File: src/rtl/exe_stage_if.sv
// Operand and result bundle between the ID/EX register, the execute stage and the EX/MEM register.
// The master drives the decoded instruction fields; the execute stage (slave) returns the results and flags.
interface exe_stage_if;
  logic [3:0]  EXE_CMD_In;
  logic        MEM_R_EN_In;
  logic        MEM_W_EN_In;
  logic        S_In;
  logic        imm_In;
  logic [31:0] PC_In;
  logic [31:0] Val_Rn_In;
  logic [31:0] Val_Rm_In;
  logic [11:0] Shift_operand_In;
  logic [23:0] Signed_imm_24_In;
  logic [31:0] ALU_Res_Out;
  logic [31:0] Br_Addr_Out;
  logic [3:0]  Status_Out;

  modport master (
    output EXE_CMD_In, MEM_R_EN_In, MEM_W_EN_In, S_In, imm_In, PC_In,
           Val_Rn_In, Val_Rm_In, Shift_operand_In, Signed_imm_24_In,
    input  ALU_Res_Out, Br_Addr_Out, Status_Out
  );

  modport slave (
    input  EXE_CMD_In, MEM_R_EN_In, MEM_W_EN_In, S_In, imm_In, PC_In,
           Val_Rn_In, Val_Rm_In, Shift_operand_In, Signed_imm_24_In,
    output ALU_Res_Out, Br_Addr_Out, Status_Out
  );
endinterface

File: src/rtl/exe_stage.sv
// ARM execute stage: Val2 shifter, ALU, branch-target adder and the NZCV status register.
// Only the status register is clocked; every other output follows its inputs combinationally.
module exe_stage #(
  parameter int WIDTH = 32
) (
  input  logic        CLK,
  input  logic        RST,
  input  logic        freeze,
  input  logic        flush,
  exe_stage_if.slave  bus
);
  logic [WIDTH-1:0] val2;
  logic [WIDTH-1:0] rn;
  logic [WIDTH-1:0] rm;
  logic [WIDTH-1:0] res;
  logic [WIDTH:0]   sum;
  logic [2*WIDTH-1:0] imm_rot;
  logic [2*WIDTH-1:0] rm_ror;
  logic [5:0]       rot_amt;
  logic [4:0]       shift_imm;
  logic [3:0]       status;
  logic             c_in;
  logic             n_flag, z_flag, c_flag, v_flag;

  assign rn        = bus.Val_Rn_In;
  assign rm        = bus.Val_Rm_In;
  assign c_in      = status[1];
  assign shift_imm = bus.Shift_operand_In[11:7];
  assign rot_amt   = {bus.Shift_operand_In[11:8], 1'b0};
  // Rotations are done by shifting a doubled word; the low half is the rotated value.
  assign imm_rot   = {2{24'b0, bus.Shift_operand_In[7:0]}} >> rot_amt;
  assign rm_ror    = {rm, rm} >> shift_imm;

  always_comb begin
    val2 = rm;
    if (bus.MEM_R_EN_In || bus.MEM_W_EN_In) begin
      val2 = {20'b0, bus.Shift_operand_In};
    end else if (bus.imm_In) begin
      val2 = imm_rot[WIDTH-1:0];
    end else begin
      case (bus.Shift_operand_In[6:5])
        2'b00:   val2 = rm << shift_imm;
        2'b01:   val2 = rm >> shift_imm;
        2'b10:   val2 = $unsigned($signed(rm) >>> shift_imm);
        default: val2 = rm_ror[WIDTH-1:0];
      endcase
    end
  end

  always_comb begin
    sum    = '0;
    res    = '0;
    c_flag = status[1];
    v_flag = status[0];
    case (bus.EXE_CMD_In)
      4'b0001: res = val2;
      4'b1001: res = ~val2;
      4'b0010, 4'b0011: begin
        sum    = {1'b0, rn} + {1'b0, val2} +
                 {{WIDTH{1'b0}}, (bus.EXE_CMD_In == 4'b0011) ? c_in : 1'b0};
        res    = sum[WIDTH-1:0];
        c_flag = sum[WIDTH];
        v_flag = (rn[WIDTH-1] == val2[WIDTH-1]) && (res[WIDTH-1] != rn[WIDTH-1]);
      end
      4'b0100, 4'b0101: begin
        // Subtract as Rn + ~Val2 + carry-in so the carry out is the ARM "not borrow".
        sum    = {1'b0, rn} + {1'b0, ~val2} +
                 {{WIDTH{1'b0}}, (bus.EXE_CMD_In == 4'b0101) ? c_in : 1'b1};
        res    = sum[WIDTH-1:0];
        c_flag = sum[WIDTH];
        v_flag = (rn[WIDTH-1] != val2[WIDTH-1]) && (res[WIDTH-1] != rn[WIDTH-1]);
      end
      4'b0110: res = rn & val2;
      4'b0111: res = rn | val2;
      4'b1000: res = rn ^ val2;
      default: res = '0;
    endcase
    n_flag = res[WIDTH-1];
    z_flag = (res == '0);
  end

  always_ff @(posedge CLK or negedge RST) begin
    if (!RST) begin
      status <= 4'b0000;
    end else if (bus.S_In && !freeze && !flush) begin
      status <= {n_flag, z_flag, c_flag, v_flag};
    end
  end

  assign bus.ALU_Res_Out = res;
  assign bus.Status_Out  = status;
  assign bus.Br_Addr_Out = bus.PC_In + {{6{bus.Signed_imm_24_In[23]}}, bus.Signed_imm_24_In, 2'b00};
endmodule

File: src/flat_wrapper.sv
// flat-port wrapper written by rule: the top's interface ports become plain ports
module exe_stage_flat 
#(
  parameter int WIDTH = 32
)
  (CLK, RST, freeze, flush, bus_EXE_CMD_In, bus_MEM_R_EN_In, bus_MEM_W_EN_In, bus_S_In, bus_imm_In, bus_PC_In, bus_Val_Rn_In, bus_Val_Rm_In, bus_Shift_operand_In, bus_Signed_imm_24_In, bus_ALU_Res_Out, bus_Br_Addr_Out, bus_Status_Out);
  exe_stage_if bus_i ();
  input  logic CLK;
  input  logic RST;
  input  logic freeze;
  input  logic flush;
  input wire logic [$bits(bus_i.EXE_CMD_In)-1:0] bus_EXE_CMD_In;
  input wire logic [$bits(bus_i.MEM_R_EN_In)-1:0] bus_MEM_R_EN_In;
  input wire logic [$bits(bus_i.MEM_W_EN_In)-1:0] bus_MEM_W_EN_In;
  input wire logic [$bits(bus_i.S_In)-1:0] bus_S_In;
  input wire logic [$bits(bus_i.imm_In)-1:0] bus_imm_In;
  input wire logic [$bits(bus_i.PC_In)-1:0] bus_PC_In;
  input wire logic [$bits(bus_i.Val_Rn_In)-1:0] bus_Val_Rn_In;
  input wire logic [$bits(bus_i.Val_Rm_In)-1:0] bus_Val_Rm_In;
  input wire logic [$bits(bus_i.Shift_operand_In)-1:0] bus_Shift_operand_In;
  input wire logic [$bits(bus_i.Signed_imm_24_In)-1:0] bus_Signed_imm_24_In;
  output wire logic [$bits(bus_i.ALU_Res_Out)-1:0] bus_ALU_Res_Out;
  output wire logic [$bits(bus_i.Br_Addr_Out)-1:0] bus_Br_Addr_Out;
  output wire logic [$bits(bus_i.Status_Out)-1:0] bus_Status_Out;
  assign bus_i.EXE_CMD_In = bus_EXE_CMD_In;
  assign bus_i.MEM_R_EN_In = bus_MEM_R_EN_In;
  assign bus_i.MEM_W_EN_In = bus_MEM_W_EN_In;
  assign bus_i.S_In = bus_S_In;
  assign bus_i.imm_In = bus_imm_In;
  assign bus_i.PC_In = bus_PC_In;
  assign bus_i.Val_Rn_In = bus_Val_Rn_In;
  assign bus_i.Val_Rm_In = bus_Val_Rm_In;
  assign bus_i.Shift_operand_In = bus_Shift_operand_In;
  assign bus_i.Signed_imm_24_In = bus_Signed_imm_24_In;
  assign bus_ALU_Res_Out = bus_i.ALU_Res_Out;
  assign bus_Br_Addr_Out = bus_i.Br_Addr_Out;
  assign bus_Status_Out = bus_i.Status_Out;
  exe_stage #(.WIDTH(WIDTH)) u_core (.CLK(CLK), .RST(RST), .freeze(freeze), .flush(flush), .bus(bus_i));
endmodule
File: config.mk
export PLATFORM = sky130hd
export DESIGN_NAME = exe_stage_flat
export DESIGN_NICKNAME = d
export VERILOG_FILES = /design/src/rtl/exe_stage_if.sv /design/src/rtl/exe_stage.sv /design/src/flat_wrapper.sv
export SDC_FILE = /design/constraint.sdc
export NUM_CORES = 1
export LEC_CHECK = 0
export ABC_AREA = 1
export CAP_MARGIN = 20
export CORE_MARGIN = 2
export CORE_UTILIZATION = 30
export DETAILED_ROUTE_END_ITERATION = 16
export GPL_ROUTABILITY_DRIVEN = 0
export GPL_TIMING_DRIVEN = 0
export PLACE_DENSITY = 0.57
export SYNTH_ARGS = -nofsm -noshare
export SYNTH_HDL_FRONTEND = slang
export SYNTH_SLANG_ARGS = --single-unit
File: constraint.sdc
create_clock -name CLK -period 5.8 [get_ports CLK]
set_input_delay 1.16 -clock CLK [delete_from_list [all_inputs] [get_ports CLK]]
set_output_delay 1.16 -clock CLK [all_outputs]
set_load 0.01 [all_outputs]
Word level (Yosys, flattened, before mapping)

Cells that the tools add are included.

Flip-flop bits (word level): 4
Bits of input ports: 144
Output and inout bits: 68
Word-level logic and storage cells: 52

Add/subtract/negate cells: 5
Equality and inequality tests: 15
Shift-type cells: 5
Multiplexer cells: 8
Bitwise gates (word level): 4
Reduce and logical (&&, ||, !) cells: 13

Operators with widths:

| operator           | number |
|---|---|
| $pmux 32 s7        | 1 |
| $pmux 32 s3        | 1 |
| $add 32x32->33     | 2 |
| $add 33x1->33      | 2 |
| $mux 32            | 2 |
| $shr 64x5->32      | 1 |
| $shr 40x5->32      | 1 |
| $add 32x32->32     | 1 |
| $and 32x32->32     | 1 |
| $logic_not 32->1   | 1 |
| $not 32->32        | 1 |
| $or 32x32->32      | 1 |
| $shl 32x5->32      | 1 |
| $shr 32x5->32      | 1 |
| $sshr 32x5->32     | 1 |
| $xor 32x32->32     | 1 |
| $eq 4x3->1 const B | 4 |
| $eq 4x2->1 const B | 2 |
| $eq 4x4->1 const B | 2 |
| $eq 4x1->1 const B | 1 |
| $logic_and 1x1->1  | 4 |
| $pmux 1 s2         | 2 |
| $reduce_or 2->1    | 2 |
| $ne 1x1->1         | 3 |
| other kinds (9)    | 11 |

Depth between registers and ports, before layout

Depth in word-level cells: 10
Mapped depth: 38
Depth with buffers taken out: 36

Worst setup path after synthesis

No wires, ideal clock.

Path kind: input port to output port
Start: input port bus_Shift_operand_In[5]
End: output port bus_ALU_Res_Out[18]
Arrival time: 4.458 ns
Data required time: 4.640 ns
Slack: 0.182 ns
Stages: 27
Path buffers: 1
Path through: buf_2 > nor2_8 > inv_2 > nor2_1 > nor2_1 > inv_1 > a21oi_1 > nand3_1 > nand2_1 > nand2_1 > inv_1 > fa_1 > fa_1 > nor2_1 > o21ai_0 > nand2_1 > nand2_1 > nand2_1 > nand2_1 > nand3_1 > nand2_1 > nand2_1 > nand2_1 > nand3_1 > nand2_1 > nor2_1 > nand3_1

Cells in the longest elaborated chain, start to end: 8
Elaborated cells on any way between the ends: 16
Those cells by class: add/sub (4); eq/ne (2); shift (1); mux (4); bitwise (4); reduce/logical (1)

RTL lines:

| element                                                               | RTL line                         | text |
|---|---|---|
| start: declaration                                                    | flat_wrapper.sv:20               | `input wire logic [$bits(bus_i.Shift_operand_In)-1:0] bus_Shift_operand_In;` |
| parallel branches: the longest is 3 deep, another holds $shr 40x5->32 | n/a                              |  |
| $mux 32 *                                                             | exe_stage.sv:36                  | `if (bus.MEM_R_EN_In \|\| bus.MEM_W_EN_In) begin` |
| $not 32->32                                                           | exe_stage.sv:57, exe_stage.sv:67 |  |
| $add 32x32->33                                                        | exe_stage.sv:67                  | `sum = {1'b0, rn} + {1'b0, ~val2} +` |
| $add 33x1->33                                                         | exe_stage.sv:67                  |  |
| $pmux 32 s7 *                                                         | exe_stage.sv:55                  | `case (bus.EXE_CMD_In)` |
| end: declaration                                                      | flat_wrapper.sv:22               | `output wire logic [$bits(bus_i.ALU_Res_Out)-1:0] bus_ALU_Res_Out;` |

Mark *: on every way between the ends.

Worst setup path after layout

Start: input port bus_Shift_operand_In[7]
End: output port bus_ALU_Res_Out[11]

Cells in the longest elaborated chain, start to end: 8
Elaborated cells on any way between the ends: 17
Those cells by class: add/sub (4); shift (5); mux (4); bitwise (4)

RTL lines:

| element                                     | RTL line                         | text |
|---|---|---|
| $shr 64x5->32, or another cell as far along | exe_stage.sv:32                  | `assign rm_ror = {rm, rm} >> shift_imm;` |
| $pmux 32 s3                                 | exe_stage.sv:41                  | `case (bus.Shift_operand_In[6:5])` |
| $mux 32                                     | exe_stage.sv:38                  | `end else if (bus.imm_In) begin` |
| $mux 32 *                                   | exe_stage.sv:36                  |  |
| $not 32->32                                 | exe_stage.sv:57, exe_stage.sv:67 |  |
| $add 32x32->33                              | exe_stage.sv:67                  |  |
| $add 33x1->33                               | exe_stage.sv:67                  |  |
| $pmux 32 s7 *                               | exe_stage.sv:55                  |  |

Every way passes the cells marked *; elsewhere a longest branch is shown, timed or not.

==> results.cfg <==
[yosys]
async_flop_share_pct = 100
synth_common_cells = 724 x nand2_1, 544 x nand3_1, 243 x inv_1
syn_avg_cell_area_um2 = 5.08
ys_seq_elements = 4
synth.area.top_cells = nand3_1 21%, nand2_1 21%, ha_1 12%
ys.warnings.count = 0
yosysTopAreaCell = nand3_1
syn_inst = 2575
synth.distinct_cells = 56
synth.yosys.seq_area_share_pct = 0.765
synth_ff_type = dfrtp_1
syn-num-nets = 2851
synth.most_common_cell = nand2_1
netlist_area_um2 = 13100
synth_top_area_share_pct = 20.8
synth_edf_count = 0

[routing]
ant_nets = 0
vias = 21700
drc = 0
dr.pass1.iters = 14
drt-initial-drc-count = 3376
drt-total-wl_um = 81800
wl_per_cell_um = 23.3
avgViaCountPerCell = 6.19

[die]
fp.coreArea_um2 = 43100
pin_count = 212
die_h_um = 213
initial_utilization_pct = 30.4
core.rowCount = 76
die_area_um2 = 45300
die_x_um = 213

[cells_and_area]
area_growth_syn_to_layout_pct = 61.7
largest_reg_flops = 4
drive_above_1_share_pct = 32.5
stdcell_area_um2 = 21100
insertedDiodeCount = 0
num-nets-final = 3207
fin_util_pct = 49.1
fin_cells = 3514

[critical_path]
crit_type = in2out
max_stage_delay_ns = 0.31
end_kind = output pin
path_max_fanout = 6
cp.arrival_ns = 5.06
critPathMostFrequentCell = nand2_1
crit_buf_inv = 8
cp_data_required_time_ns = 4.64
crit_slowest_cell = dlygate4sd2_1
crit_path_start_kind = primary input
cp_top_family = simple AND/OR/NAND/NOR gates

[sta]
tightest_slew_ns = 1.09
finalWorstSetupSlack_ns = -0.422
relSlewSlack_pct = 26.9
slew_viol_final = 0
min_period_over_period_pct = 107
rsz0062_at_grt = yes
hold_viol = 0
hold_slack_ns = 0.485
setup_viol = 27
finClkSkew_ns = 0.00188
final.min_clock_period_ns = 6.22
tns_ns = -5.87
fmax_ghz = 0.161

[grt]
grt_max_degree = 11
grt_pass1_vias = 20000
grt_pass1_wl_um = 115000
grt_overflow_total = 0
antenna_found_initial = 0
grt_usage_pct = 32.9

[run_status]
status = finished with violations
violations = negative setup slack

[job]
maxCapViolCount = 0

[clock_network]
cts_buffer_depth = 2
cts_max_level = 1
clock_latency_ns = 0.22
clkSinkCount = 4
cts_buffers = 3
cts_tree = done
cts_root_buf = clkbuf_16
path_clk_slew_ns = 0.03

[place]
place_inst = 3365
pre_cts_slack_ns = -2.25
port_buffers = 205
post-dp-hpwl_um = 59200
postPlaceCellArea_um2 = 15900

[power]
ir_drop_mv = 0.142
leakage_nw = 10.0
total_power_mw = 2.59
power_density_nw_per_um2 = 123

[min_path]
min_path_type = reg2reg
==> layer usage <==
metal / vias up / track usage, % / wire length [µm]
li1: 9427 / - / -
met1: 9889 / 42.1 / 30300
met2: 1858 / 48.9 / 32800
met3: 574 / 8.96 / 11900
met4: 0 / 20.4 / 6830
met5: - / 0 / 0
==> final timing paths <==
kind,startpoint,endpoint,slack [ns],cells past startpoint
worst max-delay path,bus_Shift_operand_In[7],bus_ALU_Res_Out[11],-0.42,29
worst min-delay path,u_core.bus.Status_Out[2]$_DFFE_PN0P_,u_core.bus.Status_Out[2]$_DFFE_PN0P_,0.48,2
worst max register to register,u_core.bus.Status_Out[1]$_DFFE_PN0P_,u_core.bus.Status_Out[2]$_DFFE_PN0P_,1.92,24
worst min register to register,u_core.bus.Status_Out[2]$_DFFE_PN0P_,u_core.bus.Status_Out[2]$_DFFE_PN0P_,0.48,2
max in group asynchronous,RST,u_core.bus.Status_Out[1]$_DFFE_PN0P_,4.49,1
min in group asynchronous,RST,u_core.bus.Status_Out[3]$_DFFE_PN0P_,1.14,1
==> final cells by class <==
type | instances | area, µm²
fillers | 4283 | 21900
flip-flops and latches | 4 | 100
well taps | 585 | 732
clock buffers | 3 | 75.1
inverters | 260 | 1070
multi-input cells | 2182 | 14700
repair inverters | 2 | 22.5
repair buffers | 355 | 3260
plain buffers | 123 | 1200
==> what timing repair did <==
item,in CTS,in global routing
gates cloned,5,8
hold buffers,0,0
setup buffers,86,53
resized for setup,938,368
pin swaps,147,160
setup endpoints to repair,34,35
==> cell usage in the layout (no fill, tap or decap), types with 39 or more instances in the layout <==
cell / Yosys / routed
nor2_1: 225 / 142
inv_1: 243 / 197
nand3_4: 0 / 44
nor2_2: 4 / 48
inv_2: 10 / 40
clkdlybuf4s50_1: 0 / 132
nor2_4: 0 / 39
a21oi_1: 175 / 126
nand2_1: 724 / 533
buf_4: 14 / 158
nand2_4: 0 / 56
nand3_1: 544 / 386
ha_1: 127 / 108
nand2_2: 2 / 132
nand3_2: 2 / 116
o21ai_0: 103 / 48
==> where the power goes <==
part	internal [mW]	total, mW	leakage [nW]	switching, mW
clock network	0.0880	0.107	0.0370	0.0189
registers	0.0331	0.0423	0.0514	0.00924
logic	0.936	2.44	9.95	1.51
==> kinds of logic after synthesis <==
logic type,count (synthesis),share of synthesized area (%)
flops,4,0.765
buf+inv,389,12.5
fa+ha+maj,132,12.9
simple gates,1598,53.1
compound gates,413,18.2
xor+xnor,39,2.61
==> worst reg2reg max path, stage by stage (launching register included) <==
cell and delay [ns]:
dfrtp_1 0.58, nor3_1 0.18, fa_2 0.42, fa_2 0.41, nor2_4 0.11, o21ai_2 0.07
nand2_2 0.14, buf_4 0.14, buf_6 0.09, buf_4 0.09, nand3_1 0.10, nand3_1 0.09
nand2_1 0.07, nand3_2 0.08, nand2_2 0.09, nor2_4 0.17, nand3_4 0.12, buf_4 0.14
nor2_1 0.09, nand2_1 0.11, nor2_1 0.12, nand3_1 0.14, nor2_1 0.12, nand2_1 0.08
nand2_1 0.07
Power figures use the tool's default switching activity.
